<file path="src/rtl/ifu_fetch_pkg.sv">
// ifu_fetch_pkg: next-PC operation codes, reset PC and fetch FSM encoding
package ifu_fetch_pkg;
  localparam logic [1:0] NPC_PC4 = 2'b00;
  localparam logic [1:0] NPC_BEQ = 2'b01;
  localparam logic [1:0] NPC_JAL = 2'b10;
  localparam logic [1:0] NPC_JR  = 2'b11;
  localparam logic [31:0] PC_RESET_DEFAULT = 32'h0000_3000;
  typedef enum logic [1:0] {FETCH, READY, HALT} state_t;
endpackage

</file>
<file path="src/rtl/ifu_fetch_npc_calc.sv">
// ifu_fetch_npc_calc: combinational next-PC selection with misalignment detect
module ifu_fetch_npc_calc
  import ifu_fetch_pkg::*;
(
  input  logic [31:0] pc,
  input  logic [1:0]  npc_op,
  input  logic        br_eq,
  input  logic [15:0] imm16,
  input  logic [25:0] imm26,
  input  logic [31:0] rs_val,
  output logic [31:0] npc,
  output logic        misaligned
);
  logic [31:0] seq;
  logic [31:0] br;
  always_comb begin
    seq = pc + 32'd4;
    br = seq + {{14{imm16[15]}}, imm16, 2'b00};
    npc = npc_op == NPC_JR  ? rs_val :
          npc_op == NPC_JAL ? {pc[31:28], imm26, 2'b00} :
          (npc_op == NPC_BEQ && br_eq) ? br : seq;
    misaligned = |npc[1:0];
  end
endmodule

</file>
<file path="src/rtl/ifu_fetch.sv">
// ifu_fetch: PC register and single-outstanding instruction fetch FSM
module ifu_fetch
  import ifu_fetch_pkg::*;
#(
  parameter logic [31:0] PC_RESET = PC_RESET_DEFAULT,
  parameter int          IMEM_AW  = 32
) (
  input  logic               clk,
  input  logic               rst_n,
  input  logic [1:0]         npc_op,
  input  logic               br_eq,
  input  logic [15:0]        imm16,
  input  logic [25:0]        imm26,
  input  logic [31:0]        rs_val,
  input  logic               advance,
  output logic               imem_req,
  output logic [IMEM_AW-1:0] imem_addr,
  input  logic               imem_rvalid,
  input  logic [31:0]        imem_rdata,
  output logic [31:0]        instr,
  output logic               instr_valid,
  output logic [31:0]        pc,
  output logic [31:0]        pc_plus4,
  output logic               fetch_err
);
  state_t state;
  logic [31:0] npc;
  logic misaligned;
  ifu_fetch_npc_calc npc_calc (
    .pc(pc), .npc_op(npc_op), .br_eq(br_eq), .imm16(imm16),
    .imm26(imm26), .rs_val(rs_val), .npc(npc), .misaligned(misaligned)
  );
  assign pc_plus4 = pc + 32'd4;
  assign imem_addr = pc[IMEM_AW-1:0];
  // imem_req is a flop mirroring state==FETCH, so it leaves reset already high
  always_ff @(posedge clk or negedge rst_n)
    if (!rst_n) begin
      state <= FETCH;
      pc <= PC_RESET;
      instr <= '0;
      instr_valid <= 1'b0;
      imem_req <= 1'b1;
      fetch_err <= 1'b0;
    end else
      case (state)
        FETCH: if (imem_rvalid) begin
          instr <= imem_rdata;
          instr_valid <= 1'b1;
          imem_req <= 1'b0;
          state <= READY;
        end
        READY: if (advance) begin
          instr_valid <= 1'b0;
          if (misaligned) begin
            fetch_err <= 1'b1;
            state <= HALT;
          end else begin
            pc <= npc;
            imem_req <= 1'b1;
            state <= FETCH;
          end
        end
        default: begin
          imem_req <= 1'b0;
          instr_valid <= 1'b0;
        end
      endcase
endmodule

</file>
<file path="config.mk">
export PLATFORM = sky130hd
export DESIGN_NAME = ifu_fetch
export DESIGN_NICKNAME = d
export VERILOG_FILES = /design/src/rtl/ifu_fetch_pkg.sv /design/src/rtl/ifu_fetch_npc_calc.sv /design/src/rtl/ifu_fetch.sv
export SDC_FILE = /design/constraint.sdc
export NUM_CORES = 1
export LEC_CHECK = 0
export ABC_AREA = 1
export BUFFER_PORTS_ARGS = -buffer_cell sky130_fd_sc_hd__buf_2
export CORE_MARGIN = 5
export CORE_UTILIZATION = 39
export DETAILED_ROUTE_END_ITERATION = 8
export PLACE_DENSITY = 0.72
export SYNTH_ARGS = -nofsm -noshare
export SYNTH_HDL_FRONTEND = slang
export SYNTH_SLANG_ARGS = --single-unit
</file>
<file path="constraint.sdc">
create_clock -name clk -period 4.3 [get_ports clk]
set_input_delay 0 -clock clk [delete_from_list [all_inputs] [get_ports clk]]
set_output_delay 0 -clock clk [all_outputs]
set_load 0.03 [all_outputs]
</file>
==> reports/results.txt, run 1 <==
Initial core utilization: 0.3950
Post-synth top area share: 0.2435
Buffers on Ports: 243
CP Class: flip-flop to flip-flop
CTS max path bufs: 2
Area taken by flip-flops and latches: 1730 sq um
Crit path arrival time: 3.88 ns
DP Worst Slack: 0.7271 ns
Clock Pin Slew Worst Setup and Hold Paths: 0.07 ns
Actual slew at the worst max-slew pin: 0.9386 ns
Horiz. Die Dim: 141.9 um
Post-layout minimum cycle time: 3.673 ns
Setup Skew: 0.01023 ns
Routed len/inst: 17.49 um
Gate Count Post-Synth: 1051
Syn Area/Cell: 6.455 sq um
Synth area leaders: dfrtp_1, nand2_1, inv_1
GR Util All Layers: 0.2555
Register share of total power: 0.301
Share of layout cells above drive strength 1: 0.2535
Yosys reg bits: 69
Pre-antenna DRT Iters: 6
Seq/Total Area, Yosys: 0.2551
DRC: 0
DP Wirelength: 21.50 mm
Global-route wire length before repair: 40.39 mm
Synth cell count leaders: nand2_1, inv_1, nor2_1
Via/cell ratio: 5.138
Area of the die: 20130 sq um
Area of the multi-input gates: 4060 sq um
RSZ-0062 raised after global routing: false
Hold path cells: 5
Final period util: 0.8543
Area delta synth->final: 27.92%
Slew Limit Fails: 0
Max-cap violations: 0
Clk Latency, worst-skew pair: 0.33 ns
Syn Nets: 1201
Ports: 244
Clock network fraction of total power: 0.330
Final Hold Fails: 0
Congestion Overflow GR: 0
Via count: 7845
Initial antenna violation count: 0
R2R depth: 20
DR top layer: met4
Cts repair resizes: 0
Startpoint types: flip-flop
Main synth FF type: dfrtp_1
Routed wl met3: 2.134 mm
Rows: 48
P_int: 1.421 mW
Final Non-Filler Cells: 1527
Worst Setup End Kind: flip-flop
NetSw: 948.7 uW
Initial DRC count: 699
Die H: 141.9 um
VDD IR max: 0.2243 mV
Yosys warning count: 0
Setup_tns: 0 ns
Synthesized cell area: 6784 sq um
Vias in the first global route: 7535
Worst Path Required: 4.51 ns
Relative slew slack: 0.3742
WL met1: 11.27 mm
PD cells: 273.0 nW/um^2
Cell variety after synth: 47
Peak Freq: 272.2 MHz
Switching Fraction: 0.4004
CTS H-Tree Depth: 3
GPL Wtd Cong: 0.9888
Count leader, synth: nand2_1
Gate power share: 0.370
Asr flop ratio synth: 1.000
Final WS setup: 0.6266 ns
Cell taking the most area after synthesis: dfrtp_1
Number of flops mapped to enable cells by yosys: 0
Fill cells: 1771
Sink Count: 69
Post-Place Cells: 1470
Final wirelength: 26.71 mm
Ant. Diodes: 0
DR WL met2: 12.64 mm
Post-route ant nets: 0
Final core utilization: 0.5052
Clock tree from TritonCTS: yes
Pleak: 5.126 nW
Cts bufs inserted: 9
Design Power: 2.369 mW
CTS root buffer: clkbuf_16
Final setup vio count: 0
Nets: 1447
HP Class: input pin to flip-flop
Status: finished clean
Largest net degree at the start of global routing: 39
Worst Path Max Fanout: 7
Core Area: 17180 sq um
state kept, by name (all words and copies together) (netlist names):
register	count
state	2
fetch_err	1
instr	32
imem_addr	32
imem_req	1
instr_valid	1
power groups by stage:
stage	registers [mW]	logic [mW]	clock network, mW
2_1_floorplan	0.753	0.542	0
3_3_place_gp	0.722	0.832	0
3_5_place_dp	0.723	0.834	0
4_1_cts	0.712	0.868	0.791
5_1_grt	0.717	0.965	0.816
6_report	0.712	0.876	0.781
kinds of logic after synthesis:
logic type / share of synthesized area
xor gates and xnor gates: 0.02582
and+or+nand+nor: 0.3344
buffers and inverters: 0.1464
DFF: 0.2551
AOI/OAI and AO/OA: 0.1158
adders and majority gates: 0.06935
muxes: 0.05312
path summary, 6_finish.rpt:
check | start | endpoint | slack [ns]
min in group asynchronous | rst_n | instr[13] | 0.36
hold reg to reg | imem_req | imem_req | 0.46
setup reg to reg | imem_addr[2] | imem_addr[30] | 0.63
hold / removal | imm26[1] | imem_addr[3] | 0.008
max in group asynchronous | rst_n | imem_req | 2.94
setup / recovery | imem_addr[2] | imem_addr[30] | 0.63
cells in the final DEF, fill, tap and decap left out, types with 3 or more instances in the layout:
master         instances
a21oi_1               45
a21boi_1               5
a22oi_1                7
o211ai_1               6
a221oi_1              14
o21bai_1               6
inv_1                161
dfrtp_1               66
or2_2                  5
ha_1                  36
nand4_1                9
a21o_1                 3
dfstp_2                3
nor3_1                 7
buf_2                243
inv_2                  5
o21ai_0               29
nand2_1              340
inv_6                  3
o21ai_1                6
nand2_2                5
xnor2_1                3
mux2_2                32
and2_1                 3
nand3_1               63
xor2_1                17
clkbuf_16              9
nor2_4                 4
buf_4                  6
nor2_1                92
nor2_2                 6
dlygate4sd3_1         41
metrics by stage:
step	hold WS, ns	instance area (sq um)
2_1_floorplan	-0.2956	6784
4_1_cts	0.005302	8678
3_3_place_gp	0.1804	7956
5_1_grt	0.02742	8678
6_report	0.007799	8678
3_5_place_dp	0.2060	7956
final cells by class:
cell class	count	area share
Inverter	166	0.07180
Clock buffer	9	0.02595
Multi-Input combinational cell	761	0.4678
Tap cell	225	0.03244
Timing Repair Buffer	290	0.1926
Sequential cell	69	0.1994
Clock inverter	7	0.009948
metal layers:
layer | global-route usage | vias up
met5 | 0 | -
met4 | 0.06869 | 0
met3 | 0.04044 | 48
met2 | 0.4254 | 368
met1 | 0.3450 | 3629
li1 | - | 3800
critical path: stages (launching register included):
cell and delay (ns):
dfrtp_1 0.46, ha_1 0.32, nand3_2 0.17, nor2_2 0.17, nand2_2 0.10, nor3b_2 0.33, xor2_1 0.22, inv_1 0.12
ha_1 0.36, nand2_1 0.11, inv_1 0.06, nand2_1 0.06, nand2_1 0.07, a21oi_1 0.31, nor2_1 0.14, nor2_1 0.17
nand2_1 0.07, nand2_1 0.06, nand3_1 0.08, nand2_1 0.09, a21oi_1 0.06
what timing repair did:
| action | CTS | global route |
|---|---|---|
| hold buffers | 41 | 0 |
| hold endpoints to repair | 75 | 0 |
| setup buffers | 0 | 0 |
No activity file was read; power rests on OpenSTA's default activity.
==> run 2, diff against run 1 <==
--- a/config.mk
+++ b/config.mk
@@ -10,7 +10,8 @@
 export CORE_MARGIN = 5
 export CORE_UTILIZATION = 39
 export DETAILED_ROUTE_END_ITERATION = 8
-export PLACE_DENSITY = 0.72
+export PLACE_DENSITY = 0.76
 export SYNTH_ARGS = -nofsm -noshare
 export SYNTH_HDL_FRONTEND = slang
+export SYNTH_HIERARCHICAL = 1
 export SYNTH_SLANG_ARGS = --single-unit
==> run 2 against run 1 <==
Effect of this change: via count is 15% higher; register-to-register slack worse by 0.14 ns; non-clock buffer count fell by 1; highest routed layer unchanged; critical path depth unchanged; utilization is 0.94 points lower; die area rose by 14%; wire length grew 19%.
==> reports/results.txt, run 2 <==
Status: finished clean
Most common cell after layout, fill and taps aside: nand2_1
Relative slew slack: 0.3866
Worst Path Required: 4.57 ns
PD cells: 178.1 nW/um^2
Core Area: 19590 sq um
Post-Place Cells: 1705
HP Class: input pin to flip-flop
Synth area leaders: dfrtp_1, nand2_1, inv_1
Congestion Overflow GR: 0
Crit path arrival time: 4.09 ns
Flop-to-flop setup slack: 0.48 ns
Sink Count: 69
Horiz. Die Dim: 151.5 um
Synth cell count leaders: nand2_1, inv_1, nand3_1
Area delta synth->final: 24.36%
Via/cell ratio: 5.152
Cell family with most CP delay: simple AND/OR/NAND/NOR gates
Die H: 151.5 um
Main synth FF type: dfrtp_1
RSZ-0062 raised after global routing: false
Worst R2R End: imem_addr[23]
Post-synth top area share: 0.2114
R2R depth: 20
Largest family of logic cells by synthesized area: simple AND/OR/NAND/NOR gates
Final setup vio count: 0
R2R Path Start: imem_addr[3]
Global-route wire length before repair: 47.22 mm
CP dominant cell by count: nand2_1
Hold path cells: 4
Cts repair resizes: 0
Slew Limit Fails: 0
Xor and xnor area share after synthesis: 0.04117
Levels on crit path: 20
Final Non-Filler Cells: 1755
CP max-delay cell: dfrtp_1
CTS H-Tree Depth: 3
DP Wirelength: 24.93 mm
Area of the multi-input gates: 5034 sq um
Setup_tns: 0 ns
Mux contribution to synthesized area: 0.04613
Yosys warning count: 6
Initial antenna violation count: 0
Asr flop ratio synth: 1.000
Ant. Diodes: 0
Rows: 51
CTS root buffer: clkbuf_16
Final period util: 0.8872
Buf/Inv on CP: 1
Count leader, synth: nand2_1
CP Class: flip-flop to flip-flop
CTS max path bufs: 2
Synthesized cell area: 7811 sq um
Max incr delay on CP: 0.54 ns
Most frequent cells in the layout: nand2_1, buf_2, inv_1, nand3_1, nor2_1
Ports: 244
Hold EP: instr_valid
Syn Area/Cell: 6.284 sq um
Post-Synth Simple-Gate Area: 0.4065
Clock Pin Slew Worst Setup and Hold Paths: 0.06 ns
Critical path cell sequence: ha_1 -> nand3_1 -> nor2_2 -> nand3_2 -> nor3_2 -> xor2_1 -> inv_1 -> ha_1 -> nand2_1 -> nor2_1 -> nand2_1 -> nor2_1 -> nand2_1 -> nand3_1 -> nand2_1 -> nand3_1 -> nand2_1 -> a21oi_1 -> nand3_1 -> nand2_1
DRC: 0
Largest net degree at the start of global routing: 39
Compound-Gate Fraction of Synth Area: 0.08714
Final wirelength: 31.70 mm
GPL Wtd Cong: 1.010
Initial DRC count: 857
Cts bufs inserted: 9
Peak Freq: 262.1 MHz
Yosys reg bits: 69
Share of layout cells above drive strength 1: 0.2242
Vias in the first global route: 8571
Area share of fa/ha/maj cells after synthesis: 0.06343
Startpoint types: flip-flop
Hold Crit Start: imem_rvalid
Syn Nets: 1395
Pleak: 5.753 nW
Clock tree from TritonCTS: yes
Clk Latency, worst-skew pair: 0.34 ns
Post-layout minimum cycle time: 3.815 ns
Buffers on Ports: 243
Actual slew at the worst max-slew pin: 0.9201 ns
Initial core utilization: 0.3987
GR Util All Layers: 0.2677
Area taken by flip-flops and latches: 1730 sq um
Cell taking the most area after synthesis: dfrtp_1
Post-route ant nets: 0
Cell variety after synth: 50
Design Power: 1.730 mW
VDD IR max: 0.2150 mV
Number of flops mapped to enable cells by yosys: 0
Fill cells: 1977
Setup Skew: 0.008315 ns
Area of the die: 22960 sq um
Pre-antenna DRT Iters: 6
Worst Setup End Kind: flip-flop
Seq/Total Area, Yosys: 0.2215
Worst Path Max Fanout: 9
Routed len/inst: 18.06 um
Nets: 1637
Via count: 9041
Gate Count Post-Synth: 1243
Final Hold Fails: 0
Max-cap violations: 0
## run 2: cell types whose count changed in the layout (fill, tap and decap cells not counted), moves of 9 or more
cell      previous run  this run
nand2_1            340       436
nand3_1             63       102
mux2_1               0        28
mux2_2              32         4
a221oi_1            14         0
inv_1              161       172
nor2_4               4        14
nand2_2              5        14
## run 2: tightest hold or removal path, delay by kind of cell
family / cells / cell delay (ns)
AOI/OAI and AO/OA: 1 / 0.10
buffers and inverters: 1 / 0.11
and+or+nand+nor: 2 / 0.10
## run 2: cells by family after synthesis
group / count (synthesis)
adders and majority gates: 39
buffers and inverters: 234
DFF: 69
and+or+nand+nor: 717
muxes: 32
xor gates and xnor gates: 35
AOI/OAI and AO/OA: 117
## run 2: worst max-delay path by stage
| stage | startpoint | to | slack, ns |
|---|---|---|---|
| after floorplan | imem_addr[2] | imem_addr[29] | 1.20 |
| after global placement | imem_addr[2] | imem_addr[23] | 0.52 |
| after detailed placement | imem_addr[3] | imem_addr[23] | 0.56 |
| after CTS | imem_addr[3] | imem_addr[23] | 0.52 |
| after global routing | imem_addr[2] | imem_addr[23] | 0.15 |
| final | imem_addr[3] | imem_addr[23] | 0.48 |
## run 2: report_power, final
group	internal (mW)	switching, mW
clock network	0.484	0.305
registers	0.649	0
logic	0.115	0.176
## run 2: final cells by class
type	instances	area share
flip-flops and latches	69	0.1781
clock buffers	12	0.02640
well taps	265	0.03413
inverters	176	0.06801
multi-input cells	940	0.5182
repair buffers	289	0.1695
clock inverters	4	0.005667
## run 2: metal layers
metal  vias to the layer above  global-route usage  routed length (um)  part of all wire
met2                       444              0.4388               14920              0.47
met3                        59             0.04938                2782             0.088
met1                      4144              0.3551               12910              0.41
met4                         0             0.09254                1081             0.034
met5                         -                   0                   0                 0
li1                       4394                   -                   -                 -
## run 2: metrics by stage
| step | utilization | hold WS (ns) | setup WS (ns) | area, sq um |
|---|---|---|---|---|
| 2_1_floorplan | - | -0.2956 | 1.197 | 7811 |
| 3_3_place_gp | 0.4626 | 0.1680 | 0.5238 | 9062 |
| 3_5_place_dp | 0.4626 | 0.1842 | 0.5570 | 9062 |
| 4_1_cts | 0.4959 | 0.009526 | 0.5158 | 9714 |
| 5_1_grt | 0.4959 | 0.05252 | 0.1498 | 9714 |
| 6_report | 0.4959 | 0.01497 | 0.4849 | 9714 |
## run 2: what timing repair did
action / in CTS / in global routing
hold buffers: 34 / 0
buffers inserted: 0 / 0
hold endpoints to repair: 69 / 0
==> run 3, diff against run 2 <==
==> constraint.sdc (replaced) <==
create_clock -name clk -period 4.3 [get_ports clk]
set_input_delay 0.43 -clock clk [delete_from_list [all_inputs] [get_ports clk]]
set_output_delay 0.43 -clock clk [all_outputs]
set_load 0.03 [all_outputs]
==> run 3 against run 2 <==
Effect of this change: first-iteration DRC count down 16%; die area unchanged; largest cell class unchanged; register-to-register slack about the same; sequential power barely moved; sequential share of layout area rose by 0.69 points; fmax shrank 0.13%; non-clock buffer count down 37; setup slack lost 0.0051 ns; cell count down 2.1%; clock skew up 0.00080 ns; total power fell by 1.3%.
==> reports/results.txt, run 3 (synthesis results as in run 2) <==
Critical path cell sequence: ha_1 -> nand3_1 -> nor2_2 -> nand3_2 -> nor3_2 -> xor2_1 -> inv_1 -> ha_1 -> nand2_1 -> nor2_1 -> nand2_1 -> nor2_1 -> nand2_1 -> nand3_1 -> nand2_1 -> nand3_1 -> nand2_1 -> a21oi_1 -> nand3_1 -> nand2_1
Peak Freq: 261.8 MHz
Max-cap violations: 0
Nets: 1600
GR Util All Layers: 0.2560
DP Wirelength: 24.37 mm
Largest net degree at the start of global routing: 39
Share of layout cells above drive strength 1: 0.2278
Post-route cell area: 9353 sq um
Vias in the first global route: 8531
Max incr delay on CP: 0.57 ns
Die H: 151.5 um
Cts repair resizes: 0
Buffers on Ports: 243
Sink Count: 69
Via/cell ratio: 5.131
HP Class: input pin to asynchronous set/reset pin
Worst Setup End Kind: flip-flop
CP Class: flip-flop to flip-flop
DRC: 0
CTS max path bufs: 2
Post-layout minimum cycle time: 3.820 ns
# Post-CTS Setup Buffers: 0
Horiz. Die Dim: 151.5 um
Rows: 51
Final wirelength: 30.42 mm
Setup_tns: 0 ns
GPL Wtd Cong: 0.9595
Hold-fix buffers, CTS: 0
RSZ-0062 raised after global routing: false
Final period util: 0.8884
VDD IR max: 0.1817 mV
Via count: 8815
Ports: 244
Global-route wire length before repair: 45.68 mm
Ant. Diodes: 0
CP max-delay cell: dfrtp_1
Most common cell after layout, fill and taps aside: nand2_1
Pre-antenna DRT Iters: 5
Initial core utilization: 0.3987
Final setup vio count: 0
Crit path arrival time: 4.09 ns
Post-route ant nets: 0
Area delta synth->final: 19.73%
Relative slew slack: 0.4676
DP Area: 9040 sq um
Final core utilization: 0.4774
Initial antenna violation count: 0
Clk Latency, worst-skew pair: 0.34 ns
Slew Limit Fails: 0
Initial DRC count: 723
Startpoint types: flip-flop
Setup Skew: 0.009116 ns
CP dominant cell by count: nand2_1
Clock tree from TritonCTS: yes
Congestion Overflow GR: 0
Cell family with most CP delay: simple AND/OR/NAND/NOR gates
Pleak: 5.598 nW
CTS root buffer: clkbuf_16
Fill cells: 2048
Most frequent cells in the layout: nand2_1, buf_2, inv_1, nand3_1, nor2_1
Buf/Inv on CP: 1
Area of the die: 22960 sq um
Final Hold Fails: 0
Area of the multi-input gates: 5034 sq um
Routed len/inst: 17.71 um
Core Area: 19590 sq um
Cts bufs inserted: 9
Clock Pin Slew Worst Setup and Hold Paths: 0.06 ns
Area taken by flip-flops and latches: 1730 sq um
Worst Path Max Fanout: 10
PD cells: 182.5 nW/um^2
Status: finished clean
Worst Path Required: 4.57 ns
Actual slew at the worst max-slew pin: 0.7985 ns
CTS H-Tree Depth: 3
## run 3: routing by layer
| metal | up-vias | part of all wire | global-route usage |
|---|---|---|---|
| met2 | 391 | 0.46 | 0.4116 |
| met3 | 67 | 0.078 | 0.04670 |
| met1 | 4044 | 0.43 | 0.3452 |
| li1 | 4313 | - | - |
| met5 | - | 0 | 0 |
| met4 | 0 | 0.038 | 0.09119 |
## run 3: metrics by stage
step                      std cells  hold slack [ns]  setup slack, ns  total power [mW]
after detailed placement       1702           0.4635           0.5601            0.9221
after CTS                      1718           0.2042           0.5247             1.707
after floorplan                1243           0.1344            1.197            0.7986
after global routing           1718           0.2281           0.1756             1.765
final                          1718           0.1830           0.4799             1.706
after global placement         1702           0.4462           0.5045            0.9206
## run 3: cell type report
| cell class | instances | share of cell area |
|---|---|---|
| clock inverters | 3 | 0.004548 |
| clock buffers | 13 | 0.02890 |
| multi-input cells | 940 | 0.5382 |
| flip-flops and latches | 69 | 0.1850 |
| repair buffers | 252 | 0.1373 |
| inverters | 176 | 0.07064 |
| well taps | 265 | 0.03545 |
## run 3: path summary, 6_finish.rpt
path,startpoint,end,slack (ns),depth (start not counted)
max in group asynchronous,rst_n,imem_req,3.08,2
min in group clk,imem_rdata[20],instr[20],0.30,2
worst min-delay path,rst_n,instr[21],0.18,1
worst max register to register,imem_addr[2],imem_addr[23],0.48,20
worst min register to register,instr[28],instr[28],0.48,1
worst max-delay path,imem_addr[2],imem_addr[23],0.48,20
## run 3: power breakdown
group          internal (mW)  switching, mW  total (mW)
logic                 0.0958          0.169       0.265
clock network          0.496          0.295       0.792
registers              0.650              0       0.650
## run 3: worst register-to-register path: cells and delay by family, from the launching register on
kind / cells / cell delay [ns]
simple gates: 15 / 1.95
compound gates: 1 / 0.27
buf+inv: 1 / 0.09
fa+ha+maj: 2 / 0.59
xor+xnor: 1 / 0.28
flops: 1 / 0.57
